==> src/rtl/mem_interface_pkg.sv <==
// Shared encodings for the RV64 dataflow memory bridge: access sizes, error codes, FSM states.
package mem_if_pkg;

  typedef enum logic [1:0] {SZ_B = 2'b00, SZ_H = 2'b01, SZ_W = 2'b10, SZ_D = 2'b11} size_t;
  typedef enum logic [1:0] {ERR_NONE = 2'b00, ERR_MISALIGN = 2'b01, ERR_TIMEOUT = 2'b10} err_t;
  typedef enum logic [1:0] {IDLE, BUSY, DONE, ERR} state_t;

  function automatic logic [7:0] byte_mask(size_t s);
    case (s)
      SZ_B:    byte_mask = 8'h01;
      SZ_H:    byte_mask = 8'h03;
      SZ_W:    byte_mask = 8'h0F;
      default: byte_mask = 8'hFF;
    endcase
  endfunction

endpackage

==> src/rtl/mem_interface_if.sv <==
// 64-bit variable-latency memory port; master drives the request, slave answers with ready/rdata.
interface mem_interface_if #(parameter int AW = 64);
  logic          mem_valid;
  logic          mem_we;
  logic [AW-1:0] mem_addr;
  logic [63:0]   mem_wdata;
  logic [7:0]    mem_wstrb;
  logic          mem_ready;
  logic [63:0]   mem_rdata;

  modport master (output mem_valid, mem_we, mem_addr, mem_wdata, mem_wstrb,
                  input  mem_ready, mem_rdata);
  modport slave  (input  mem_valid, mem_we, mem_addr, mem_wdata, mem_wstrb,
                  output mem_ready, mem_rdata);
endinterface

==> src/rtl/mem_interface_lane_align.sv <==
// Byte-lane steering: strobes, store-data shift, right-aligned zero-filled load data, misalign check.
module lane_align
  import mem_if_pkg::*;
(
  input  size_t       size,
  input  logic [2:0]  addr,
  input  logic [63:0] wdata,
  input  logic [63:0] mem_rdata,
  output logic [7:0]  wstrb,
  output logic [63:0] wdata_sh,
  output logic [63:0] rdata_al,
  output logic        misaligned
);
  logic [7:0]  size_mask;
  logic [63:0] rdata_sh;

  assign size_mask = byte_mask(size);
  assign wstrb     = size_mask << addr;
  assign wdata_sh  = wdata << {addr, 3'b000};
  assign rdata_sh  = mem_rdata >> {addr, 3'b000};

  for (genvar i = 0; i < 8; i++) begin : g_lane
    assign rdata_al[8*i +: 8] = size_mask[i] ? rdata_sh[8*i +: 8] : 8'h00;
  end

  always_comb begin
    case (size)
      SZ_H:    misaligned = addr[0];
      SZ_W:    misaligned = |addr[1:0];
      SZ_D:    misaligned = |addr;
      default: misaligned = 1'b0;
    endcase
  end
endmodule

==> src/rtl/mem_interface.sv <==
// Single-request load/store bridge from the multicycle dataflow to a variable-latency memory port.
module mem_interface
  import mem_if_pkg::*;
#(
  parameter int TIMEOUT = 16,
  parameter int AW      = 64
) (
  input  logic          clk,
  input  logic          reset,
  input  logic          start,
  input  logic          write,
  input  logic [1:0]    size,
  input  logic [AW-1:0] addr,
  input  logic [63:0]   wdata,
  output logic          busy,
  output logic          done,
  output logic          error,
  output logic [1:0]    err_code,
  output logic [63:0]   rdata_o,
  mem_interface_if.master mem
);
  localparam logic [7:0] TO_LAST = 8'(TIMEOUT - 1);

  state_t        state, state_nx;
  logic          we_q;
  size_t         size_q;
  logic [AW-1:0] addr_q;
  logic [63:0]   wdata_q;
  logic [7:0]    to_cnt;

  logic          idle, in_busy;
  size_t         la_size;
  logic [2:0]    la_addr;
  logic [63:0]   la_wdata;
  logic [7:0]    strb;
  logic [63:0]   wdata_sh, rdata_al;
  logic          misal;

  assign idle    = (state == IDLE);
  assign in_busy = (state == BUSY);

  // In IDLE the aligner checks the incoming request; afterwards it serves the captured one.
  assign la_size  = idle ? size_t'(size) : size_q;
  assign la_addr  = idle ? addr[2:0]     : addr_q[2:0];
  assign la_wdata = idle ? wdata         : wdata_q;

  lane_align u_align (
    .size      (la_size),
    .addr      (la_addr),
    .wdata     (la_wdata),
    .mem_rdata (mem.mem_rdata),
    .wstrb     (strb),
    .wdata_sh  (wdata_sh),
    .rdata_al  (rdata_al),
    .misaligned(misal)
  );

  always_ff @(posedge clk) begin
    if (!reset) state <= IDLE;
    else        state <= state_nx;
  end

  always_comb begin
    state_nx = state;
    case (state)
      IDLE:    if (start) state_nx = misal ? ERR : BUSY;
      BUSY:    if (mem.mem_ready)          state_nx = DONE;
               else if (to_cnt == TO_LAST) state_nx = ERR;
      default: state_nx = IDLE;
    endcase
  end

  always_ff @(posedge clk) begin
    if (!reset) begin
      we_q     <= 1'b0;
      size_q   <= SZ_B;
      addr_q   <= '0;
      wdata_q  <= '0;
      err_code <= ERR_NONE;
      rdata_o  <= '0;
      to_cnt   <= '0;
    end else begin
      if (idle && start) begin
        we_q     <= write;
        size_q   <= size_t'(size);
        addr_q   <= addr;
        wdata_q  <= wdata;
        err_code <= misal ? ERR_MISALIGN : ERR_NONE;
      end
      if (in_busy && !mem.mem_ready && to_cnt == TO_LAST) err_code <= ERR_TIMEOUT;
      if (in_busy && mem.mem_ready && !we_q)              rdata_o  <= rdata_al;
      if (!in_busy)            to_cnt <= '0;
      else if (!mem.mem_ready) to_cnt <= to_cnt + 8'd1;
    end
  end

  assign busy  = !idle;
  assign done  = (state == DONE) || (state == ERR);
  assign error = (state == ERR);

  assign mem.mem_valid = in_busy;
  assign mem.mem_we    = in_busy && we_q;
  assign mem.mem_addr  = in_busy ? {addr_q[AW-1:3], 3'b000} : '0;
  assign mem.mem_wdata = in_busy ? wdata_sh : '0;
  assign mem.mem_wstrb = (in_busy && we_q) ? strb : 8'h00;
endmodule

==> src/flat_wrapper.sv <==
// flat-port wrapper written by rule: the top's interface ports become plain ports
module mem_interface_flat import mem_if_pkg::*;
#(
  parameter int TIMEOUT = 16,
  parameter int AW      = 64
)
  (clk, reset, start, write, size, addr, wdata, busy, done, error, err_code, rdata_o, mem_mem_valid, mem_mem_we, mem_mem_addr, mem_mem_wdata, mem_mem_wstrb, mem_mem_ready, mem_mem_rdata);
  mem_interface_if #(.AW(AW)) mem_i ();
  input  logic clk;
  input  logic reset;
  input  logic start;
  input  logic write;
  input  logic [1:0] size;
  input  logic [AW-1:0] addr;
  input  logic [63:0] wdata;
  output logic busy;
  output logic done;
  output logic error;
  output logic [1:0] err_code;
  output logic [63:0] rdata_o;
  output wire logic [$bits(mem_i.mem_valid)-1:0] mem_mem_valid;
  output wire logic [$bits(mem_i.mem_we)-1:0] mem_mem_we;
  output wire logic [$bits(mem_i.mem_addr)-1:0] mem_mem_addr;
  output wire logic [$bits(mem_i.mem_wdata)-1:0] mem_mem_wdata;
  output wire logic [$bits(mem_i.mem_wstrb)-1:0] mem_mem_wstrb;
  input wire logic [$bits(mem_i.mem_ready)-1:0] mem_mem_ready;
  input wire logic [$bits(mem_i.mem_rdata)-1:0] mem_mem_rdata;
  assign mem_mem_valid = mem_i.mem_valid;
  assign mem_mem_we = mem_i.mem_we;
  assign mem_mem_addr = mem_i.mem_addr;
  assign mem_mem_wdata = mem_i.mem_wdata;
  assign mem_mem_wstrb = mem_i.mem_wstrb;
  assign mem_i.mem_ready = mem_mem_ready;
  assign mem_i.mem_rdata = mem_mem_rdata;
  mem_interface #(.TIMEOUT(TIMEOUT), .AW(AW)) u_core (.clk(clk), .reset(reset), .start(start), .write(write), .size(size), .addr(addr), .wdata(wdata), .busy(busy), .done(done), .error(error), .err_code(err_code), .rdata_o(rdata_o), .mem(mem_i));
endmodule
==> config.mk <==
export PLATFORM = sky130hd
export DESIGN_NAME = mem_interface_flat
export DESIGN_NICKNAME = d
export VERILOG_FILES = /design/src/rtl/mem_interface_pkg.sv /design/src/rtl/mem_interface_if.sv /design/src/rtl/mem_interface_lane_align.sv /design/src/rtl/mem_interface.sv /design/src/flat_wrapper.sv
export SDC_FILE = /design/constraint.sdc
export NUM_CORES = 1
export LEC_CHECK = 0
export CAP_MARGIN = 15
export CELL_PAD_IN_SITES_DETAIL_PLACEMENT = 0
export CELL_PAD_IN_SITES_GLOBAL_PLACEMENT = 1
export CORE_AREA = 5 5 144 283
export DETAILED_ROUTE_END_ITERATION = 16
export DIE_AREA = 0 0 149 288
export PLACE_DENSITY_LB_ADDON = 0.1
export RECOVER_POWER = 50
export SYNTH_ARGS = -nofsm -noshare
export SYNTH_HDL_FRONTEND = slang
export SYNTH_HIERARCHICAL = 1
export SYNTH_SLANG_ARGS = --single-unit
==> constraint.sdc <==
create_clock -name clk -period 4.2 [get_ports clk]
set_input_delay 0.84 -clock clk [delete_from_list [all_inputs] [get_ports clk]]
set_output_delay 0.84 -clock clk [all_outputs]
set_load 0.02 [all_outputs]
* Word-level counts from Yosys, hierarchy flattened
Cells that the tools add are included.
Storage, ports and cells: output and inout port bits 207, latch bits 0, memories 0, ROM bits 0, memory bits (writable) 0, register bits after elaboration 207
Cells by class: $mul 0, mux-type cells 24, shift-type cells 3, add/sub/neg operators 1, order comparisons 0, equal/unequal tests 9, divide/modulo/power cells 0, reductions and logical operators 18, bitwise operators 1
Operators with widths (number):
- $mux 64 | 3
- $mux 8 | 9
- $shl 64x6->64 | 1
- $shr 64x6->64 | 1
- $pmux 8 s3 | 1
- $mux 2 | 7
- $add 8x1->8 const B | 1
- $eq 2x2->1 const B | 4
- $eq 8x4->1 const B | 1
- $shl 8x3->8 | 1
- $logic_and 1x1->1 | 6
- $eq 2x1->1 const B | 2
- $logic_not 2->1 | 2
- $pmux 2 s2 | 1
- $reduce_and 2->1 | 2
- $reduce_or 2->1 | 2
- $logic_not 1->1 | 3
- $mux 3 | 1
- $ne 3x3->1 const B | 1
- $pmux 1 s3 | 1
- $reduce_or 3->1 | 1
- $ne 2x2->1 const B | 1
- $reduce_bool 2->1 | 1
- $logic_or 1x1->1 | 1
- 2 further kinds | 2

* Logic depth before layout (Yosys ltp)
Gate-level depths: netlist of the first run.
word-level depth 7, depth in mapped cells 12, mapped depth without buffers 7

* By module
The synthesis of the first run kept the hierarchy.
By module, submodules not included:
- mem_interface | seq. area each 4144.0 um2, area an instance 9011.1 um2, cells each 1139, times used 1
- lane_align | seq. area each 0.0 um2, area an instance 3834.9 um2, cells each 474, times used 1

* Worst setup path after synthesis of the first run
Ideal clock, no wire load.
kind reg-to-output, start register u_core.state[1], end output mem_mem_wstrb[6], stages on the path, launching flop included 12, slack 891 ps, data arrival time 2469 ps, buffers on the path 6, cell sequence dfxtp_1 > buf_4 > nor2_1 > buf_2 > mux2_2 > buf_6 > buf_8 > buf_6 > buf_4 > a21o_1 > a221oi_1 > and3_1
RTL lines:
- start: declaration | line mem_interface.sv:24 | state_t state, state_nx;
- start signal: assignment | line mem_interface.sv:60 | else state <= state_nx;
- $logic_not 2->1 | line mem_interface.sv:39 | assign idle = (state == IDLE);
- $mux 3 | line mem_interface.sv:44 | assign la_addr = idle ? addr[2:0] : addr_q[2:0];
- named net u_core.la_addr[1] | line mem_interface.sv:33 | logic [2:0] la_addr;
- $shl 8x3->8 | line mem_interface_lane_align.sv:18 | assign wstrb = size_mask << addr;
- named net u_core.strb[6] | line mem_interface.sv:35 | logic [7:0] strb;
- $mux 8 | line mem_interface.sv:105 | assign mem.mem_wstrb = (in_busy && we_q) ? strb : 8'h00;
- end: declaration | line flat_wrapper.sv:25 | output wire logic [$bits(mem_i.mem_wstrb)-1:0] mem_mem_wstrb;
The timed path passes the listed nets, and every way through them passes these cells.

* Final worst setup path of the first run
start register u_core.state[0], end output mem_mem_wdata[29]
On the way: longest elaborated chain between the ends 4
RTL lines:
- $logic_not 2->1 | line mem_interface.sv:39
- $mux 64 | line mem_interface.sv:45 | assign la_wdata = idle ? wdata : wdata_q;
- named net u_core.la_wdata[21] | line mem_interface.sv:34 | logic [63:0] la_wdata;
- $shl 64x6->64 | line mem_interface_lane_align.sv:19 | assign wdata_sh = wdata << {addr, 3'b000};
- named net u_core.wdata_sh[29] | line mem_interface.sv:36 | logic [63:0] wdata_sh, rdata_al;
- $mux 64 | line mem_interface.sv:104 | assign mem.mem_wdata = in_busy ? wdata_sh : '0;
- end: declaration | line flat_wrapper.sv:24 | output wire logic [$bits(mem_i.mem_wdata)-1:0] mem_mem_wdata;
The timed path passes the listed nets, and every way through them passes these cells.

==> summary.txt, run 1 <==
Status
  – Status: finished, violations left
  – Violated checks: capacitance limit, slew limit

Clocking
  – Root Driver: clkbuf_16
  – Clock Tree Buf Depth: 3
  – Hold_buf cts: 0
  – TritonCTS Buffers: 22
  – Worst-Skew Late Latency: 0.56 ns
  – H-Tree Depth: 1
  – CTS sink count: 207
  – TritonCTS clock tree: done
  – Clk slew on worst S/H paths: 0.06 ns

Die
  – # rows: 102
  – Core area: 38500 um2
  – Initial Util: 33.3%
  – Die Y-Extent: around 290 um
  – I/O pins: 406
  – Die Width: approximately 150 um
  – Die area: 42900 um2

Routing
  – Final WL: around 58000 um
  – DR pass1 iterations: 7
  – Routed Antenna Nets: 0
  – WL/cell: 23.4 um
  – Via count: roughly 13000
  – DRT iter0 DRCs: approximately 720
  – Drt via density: 5.22
  – DR DRC count: 0

Placement
  – Placed insts: ~2500
  – Gp weighted congestion: 0.933
  – Port Buffers: approximately 400
  – Dpl hpwl: ~44000 um

Worst setup path
  – WP depth: 8
  – Worst Setup Path Type: reg -> out
  – Slowest CP cell: clkdlybuf4s50_1
  – Worst Reg-to-Reg Cells: 5
  – CP max stage delay: 0.54 ns
  – Worst setup EP type: output port
  – Req. time, crit path: 3.36 ns
  – Worst path top cell family by delay: buffers and inverters
  – Crit Path Max Fanout: 12
  – WP data arrival: roughly 3.3 ns
  – Crit start category: flop
  – Crit-path cells: nor2_4 > buf_4 > bufbuf_16 > mux2_2 > mux4_2 > and2_1 > and2_1 > clkdlybuf4s50_1
  – Cell mode on critical path: and2_1
  – WP buf/inv: 3

STA
  – Final number of setup-violating endpoints: 0
  – Clk_skew: 0.0296 ns
  – Fmax: 242 MHz
  – Measured slew at the worst slew-check pin: 1.90 ns
  – Slew margin rel.: -26.5%
  – Minimum clock period: 4.13 ns
  – Hold_ws: ~0.45 ns
  – Final Hold Viols: 0
  – Final Cycle Share: 98.2%
  – Slew Viols, Final: 54
  – Unrepaired setup endpoints after global routing: false

Yosys
  – Synth Area in XOR/XNOR: 0.273%
  – Most used DFF post-synth: dfxtp_1
  – Number of synthesized flops with an enable pin: 0
  – Gate count of the mapped netlist: 1613
  – Share of the yosys chip area belonging to registers: between 30% and 40%
  – Largest family of logic cells by synthesized area: simple AND/OR/NAND/NOR gates
  – Synth Area in Compound Gates: 14.1%
  – Mux contribution to synthesized area: between 20% and 30%
  – Synth Area in Adders: 0.0974%
  – Mapped Avg Cell Area: 7.96 um2
  – #FFs+latches synth: between 200 and 250
  – YS warnings: 6
  – Async set or reset register ratio after synthesis: 0%
  – Synthesized cell area: 12800 um2
  – Simple-gate share of the synthesized area: 24.7%
  – Yosys cell types: 50

Finish
  – Fill cells: a little under 4000
  – Multi-input logic area: 7930 um2
  – Area Overhead vs Synth: 42.3%
  – Leading cell types in the layout, fill and taps excluded: 446 x nand2_1, 296 x clkdlybuf4s50_1, 214 x a21oi_1, 207 x dfxtp_1, 153 x and2_1
  – Commonest non-fill, non-tap cell in the layout: nand2_1
  – Layout cell share with drive strength beyond 1: approximately 15%
  – Layout Nets: 2162
  – FF+latch area: 4140 um2
  – Non-filler instance count after layout: 2497
  – Antenna diode count: 0

Pwr
  – Maximum VDD drop: 0.289 mV
  – Power per cell area: 374 nW/um2
  – Pleak: 0.00731 uW
  – Power, Total: 6840 uW

Global routing
  – Initial antenna violation count: 0
  – Global-route wire length before repair: 85000 um
  – Gr usage total: 26.1%
  – Vias in the first global route: 13400
  – Grt ovf: 0
  – Pin count of the biggest net entering global routing: approximately 100

Flow run
  – Max-cap violations: 1

Worst hold path
  – HP Class: reg -> reg
  – Hold depth: 2
## stage by stage
stage / instance area (um2) / util [%] / TNS, ns / setup slack [ns]
floorplan: 12900 / - / 0 / 0.891
global placement: 17400 / 45.1 / -0.0114 / -0.0114
detailed placement: 17400 / 45.1 / -0.0143 / -0.0143
CTS: 18200 / 47.3 / 0 / 0.0134
global route: 18300 / 47.4 / 0 / 0.00394
finish: 18300 / 47.4 / 0 / 0.0742
## worst min-delay path, delay by kind of cell (launching register included)
| family | cells | cell delay (ns) |
|---|---|---|
| AO/OA/AOI/OAI | 1 | 0.05 |
| AND/OR/NAND/NOR | 1 | 0.05 |
| flip-flops | 1 | 0.30 |
## kinds of logic (layout without fill, tap and decap cells)
kind of cell | Yosys count | in the layout
other | 1 | 3
AO/OA/AOI/OAI | 318 | 318
XOR/XNOR | 4 | 4
adder cells (fa/ha/maj) | 1 | 1
buffers and inverters | 154 | 515
flip-flops | 207 | 207
multiplexers | 227 | 228
AND/OR/NAND/NOR | 701 | 701
## flip-flops by register name, summed over array words and instances, names as in the netlist
name / flops
u_core/addr_q: 64
u_core/rdata_o: 64
u_core/wdata_q: 64
u_core/to_cnt: 8
u_core/err_code: 2
u_core/size_q: 2
u_core/state: 2
u_core/we_q: 1
## worst paths after layout
check / start / end / slack (ns)
max: u_core/state[0] / mem_mem_wdata[29] / 0.07
min: u_core/addr_q[16] / u_core/addr_q[16] / 0.45
min reg2reg: u_core/addr_q[16] / u_core/addr_q[16] / 0.45
max reg2reg: u_core/state[0] / u_core/addr_q[61] / 0.52
## area by class of cell
type,instances,area share [%]
clock buffers,32,3.38
clock inverters,7,0.835
inverters,6,0.171
multi-input cells,1255,43.4
flip-flops and latches,207,22.7
well taps,520,3.56
repair buffers,470,26.0
## Yosys cell counts (4+ instances only)
library cell | n | area [um2]
nand2_1 | 446 | 1670
buf_6 | 17 | 191
dfxtp_1 | 207 | 4140
inv_1 | 5 | 18.8
o21ai_0 | 23 | 115
buf_2 | 44 | 220
buf_4 | 19 | 143
a2bb2oi_1 | 14 | 123
nor3_1 | 8 | 40.0
o32ai_1 | 4 | 35.0
a311oi_1 | 8 | 70.1
nor2b_1 | 11 | 68.8
mux2i_1 | 75 | 751
a211oi_1 | 6 | 45.0
a21oi_1 | 214 | 1070
nor2_1 | 52 | 195
o31ai_1 | 7 | 52.6
and2_1 | 153 | 957
mux4_2 | 30 | 676
o22ai_1 | 26 | 163
o2bb2ai_1 | 10 | 87.6
mux2_2 | 119 | 1340
clkbuf_1 | 63 | 236
and3_1 | 13 | 81.3
## where the power goes
group	switching [uW]	internal [uW]
sequential	54.8	2080
clock	891	1270
combinational	1420	1130
total	2370	4480
## routing by layer
metal	wire length, um	global-route usage [%]
met4	4810	18.2
met5	0	0
met2	30800	49.0
met1	19200	25.1
met3	3550	4.98
## repair_timing
action / in CTS / in global routing
pin swaps: 1 / 0
buffers inserted: 1 / 3
gates resized for setup: 3 / 19
setup endpoints to repair: 26 / 18
cloned: 3 / 0
Power figures use the tool's default switching activity.
==> run 2: changes to the inputs <==
--- a/config.mk
+++ b/config.mk
@@ -8,9 +8,9 @@
 export CAP_MARGIN = 15
 export CELL_PAD_IN_SITES_DETAIL_PLACEMENT = 0
 export CELL_PAD_IN_SITES_GLOBAL_PLACEMENT = 1
-export CORE_AREA = 5 5 144 283
+export CORE_AREA = 5 5 150 296
 export DETAILED_ROUTE_END_ITERATION = 16
-export DIE_AREA = 0 0 149 288
+export DIE_AREA = 0 0 155 301
 export PLACE_DENSITY_LB_ADDON = 0.1
 export RECOVER_POWER = 50
 export SYNTH_ARGS = -nofsm -noshare
==> constraint.sdc (replaced) <==
create_clock -name clk -period 3.55 [get_ports clk]
set_input_delay 0.71 -clock clk [delete_from_list [all_inputs] [get_ports clk]]
set_output_delay 0.71 -clock clk [all_outputs]
set_load 0.02 [all_outputs]
==> summary.txt, run 2 (synthesis results as in run 1) <==
Finish
  – Commonest non-fill, non-tap cell in the layout: nand2_1
  – Biggest regs: u_core/addr_q x64, u_core/rdata_o x64, u_core/wdata_q x64
  – Fill cells: approximately 4300
  – Layout cell share with drive strength beyond 1: 22.6%
  – Area Overhead vs Synth: 49.2%
  – Layout Nets: 2235
  – Design Area, Final: 19200 um2
  – Non-filler instance count after layout: roughly 2600
  – Leading cell types in the layout, fill and taps excluded: 444 x nand2_1, 285 x clkdlybuf4s50_1, 214 x a21oi_1, 206 x dfxtp_1, 147 x and2_1

STA
  – Final number of setup-violating endpoints: 16
  – Setup ws final: -0.0943 ns
  – Final Hold Viols: 0
  – Clk_skew: around 0.014 ns
  – Slew Viols, Final: 0
  – Minimum clock period: 3.64 ns
  – Setup TNS: -0.445 ns
  – Slew margin rel.: 12.3%
  – Measured slew at the worst slew-check pin: approximately 1.3 ns
  – Final Cycle Share: 103%
  – Fmax: 274 MHz
  – Unrepaired setup endpoints after global routing: true

Die
  – I/O pins: 406
  – Core area: between 40000 and 50000 um2
  – # rows: 106
  – Initial Util: between 30% and 40%
  – Die Width: around 160 um
  – Die Y-Extent: 301 um
  – Die area: 46700 um2

Worst setup path
  – Slowest CP cell: mux2_2
  – CP max stage delay: ~0.38 ns
  – Worst Setup Path Type: reg -> out
  – Crit-path cells: nor2_4 > buf_12 > mux2_2 > buf_12 > inv_1 > nand2_1 > buf_4 > buf_4 > o22ai_2 > buf_4 > and2_1 > buf_4
  – Crit Path Max Fanout: 17
  – WP data arrival: 2.93 ns
  – Crit start category: flop
  – Cell mode on critical path: buf_4
  – Worst setup EP type: output port
  – Worst path top cell family by delay: buffers and inverters
  – WP buf/inv: 7
  – Req. time, crit path: 2.84 ns

Routing
  – Final WL: 60100 um
  – WL/cell: 23.2 um
  – DR DRC count: 0
  – Routed Antenna Nets: 0
  – Met3 routed WL: 3570 um
  – M1 WL: 19900 um
  – DR pass1 iterations: 5
  – Met2 WL: 31600 um
  – Via count: ~13000
  – Drt via density: just over 5
  – DRT iter0 DRCs: 567
  – Max Used Layer: met4

Clocking
  – TritonCTS Buffers: 22
  – CTS sink count: 207
  – Hold_buf cts: 0
  – Worst-Skew Late Latency: 0.54 ns
  – Root Driver: clkbuf_16
  – H-Tree Depth: 1
  – TritonCTS clock tree: done
  – Clock Tree Buf Depth: 3
  – Clk slew on worst S/H paths: 0.07 ns

Status
  – Violated checks: setup timing
  – Status: finished, violations left

Flow run
  – Max-cap violations: 0

Pwr
  – Power per cell area: 445 nW/um2
  – Maximum VDD drop: roughly 0.34 mV
  – Pleak: 0.00759 uW

Placement
  – Port Buffers: approximately 400
  – Gp weighted congestion: 0.930
  – Dpl hpwl: 46100 um
  – Placement Cell Area: 17900 um2
  – Placed insts: 2538

Global routing
  – Pin count of the biggest net entering global routing: 115
  – Initial antenna violation count: 4
  – Vias in the first global route: ~14000
  – Gr usage total: roughly 25%
  – Grt ovf: 0
  – Global-route wire length before repair: 87300 um

Worst hold path
  – HP Class: reg -> reg
-- run 2: changes by cell type in the layout (fill, tap and decap cells not counted), sizes merged --
cell	previous run	this run
bufbuf	2	0
mux2	123	122
buf	94	191
clkdlybuf4s50	296	285
clkdlybuf4s15	0	4
dlygate4sd3	61	45
dlymetal6s2s	13	0
bufinv	4	3
clkbuf	36	49
clkinv	2	4
inv	5	7
diode	0	3
-- run 2: final cells by class --
type                    count  area [um2]  share of cell area (%)
clock buffers              30         662                    3.45
inverters                   6        28.8                   0.150
diodes                      3        7.51                  0.0392
repair buffers            544        5240                    27.3
well taps                 540         676                    3.53
multi-input cells        1254        8270                    43.2
flip-flops and latches    207        4150                    21.6
clock inverters            10         138                   0.718
-- run 2: power by group --
group | switching (uW) | internal [uW] | leakage [uW]
clock | 1040 | 1530 | 0.000391
combinational | 1830 | 1600 | 0.00551
sequential | 64.6 | 2460 | 0.00169
total | 2940 | 5580 | 0.00759
-- run 2: final timing paths --
| kind | start | endpoint | slack, ns | depth (start not counted) |
|---|---|---|---|---|
| worst max-delay path | u_core/state[1] | mem_mem_wdata[36] | -0.09 | 12 |
| worst min-delay path | u_core/addr_q[38] | u_core/addr_q[38] | 0.45 | 2 |
| worst max register to register | u_core/state[0] | u_core/addr_q[52] | 0.37 | 5 |
| worst min register to register | u_core/addr_q[38] | u_core/addr_q[38] | 0.45 | 2 |
-- run 2: through the flow --
| stage | hold slack (ns) | setup WS, ns | utilization (%) | total power (uW) |
|---|---|---|---|---|
| floorplan | 0.432 | 0.371 | - | 4350 |
| global placement | 0.436 | -0.324 | 42.9 | 5740 |
| detailed placement | 0.442 | -0.269 | 42.9 | 5740 |
| CTS | 0.452 | -0.0918 | 45.7 | 8560 |
| global route | 0.462 | -0.167 | 45.9 | 8930 |
| finish | 0.448 | -0.0943 | 45.9 | 8520 |
-- run 2: repair_timing --
item / 4_1_cts / 5_1_grt
resized for setup: 135 / 86
endpoints found under the setup margin: 64 / 61
buffers inserted: 10 / 1
pin swaps: 1 / 2
gates cloned: 2 / 0
-- run 2: metal layers --
metal / vias to the layer above / track usage [%]
li1: 6329 / -
met1: 6262 / 23.2
met5: - / 0
met2: 500 / 45.7
met3: 141 / 5.13
met4: 0 / 18.4
-- run 2: tightest hold or removal path, stage by stage, from the launching register on --
cell	delay, ns
dfxtp_1	0.30
nand2_1	0.05
a21oi_1	0.05
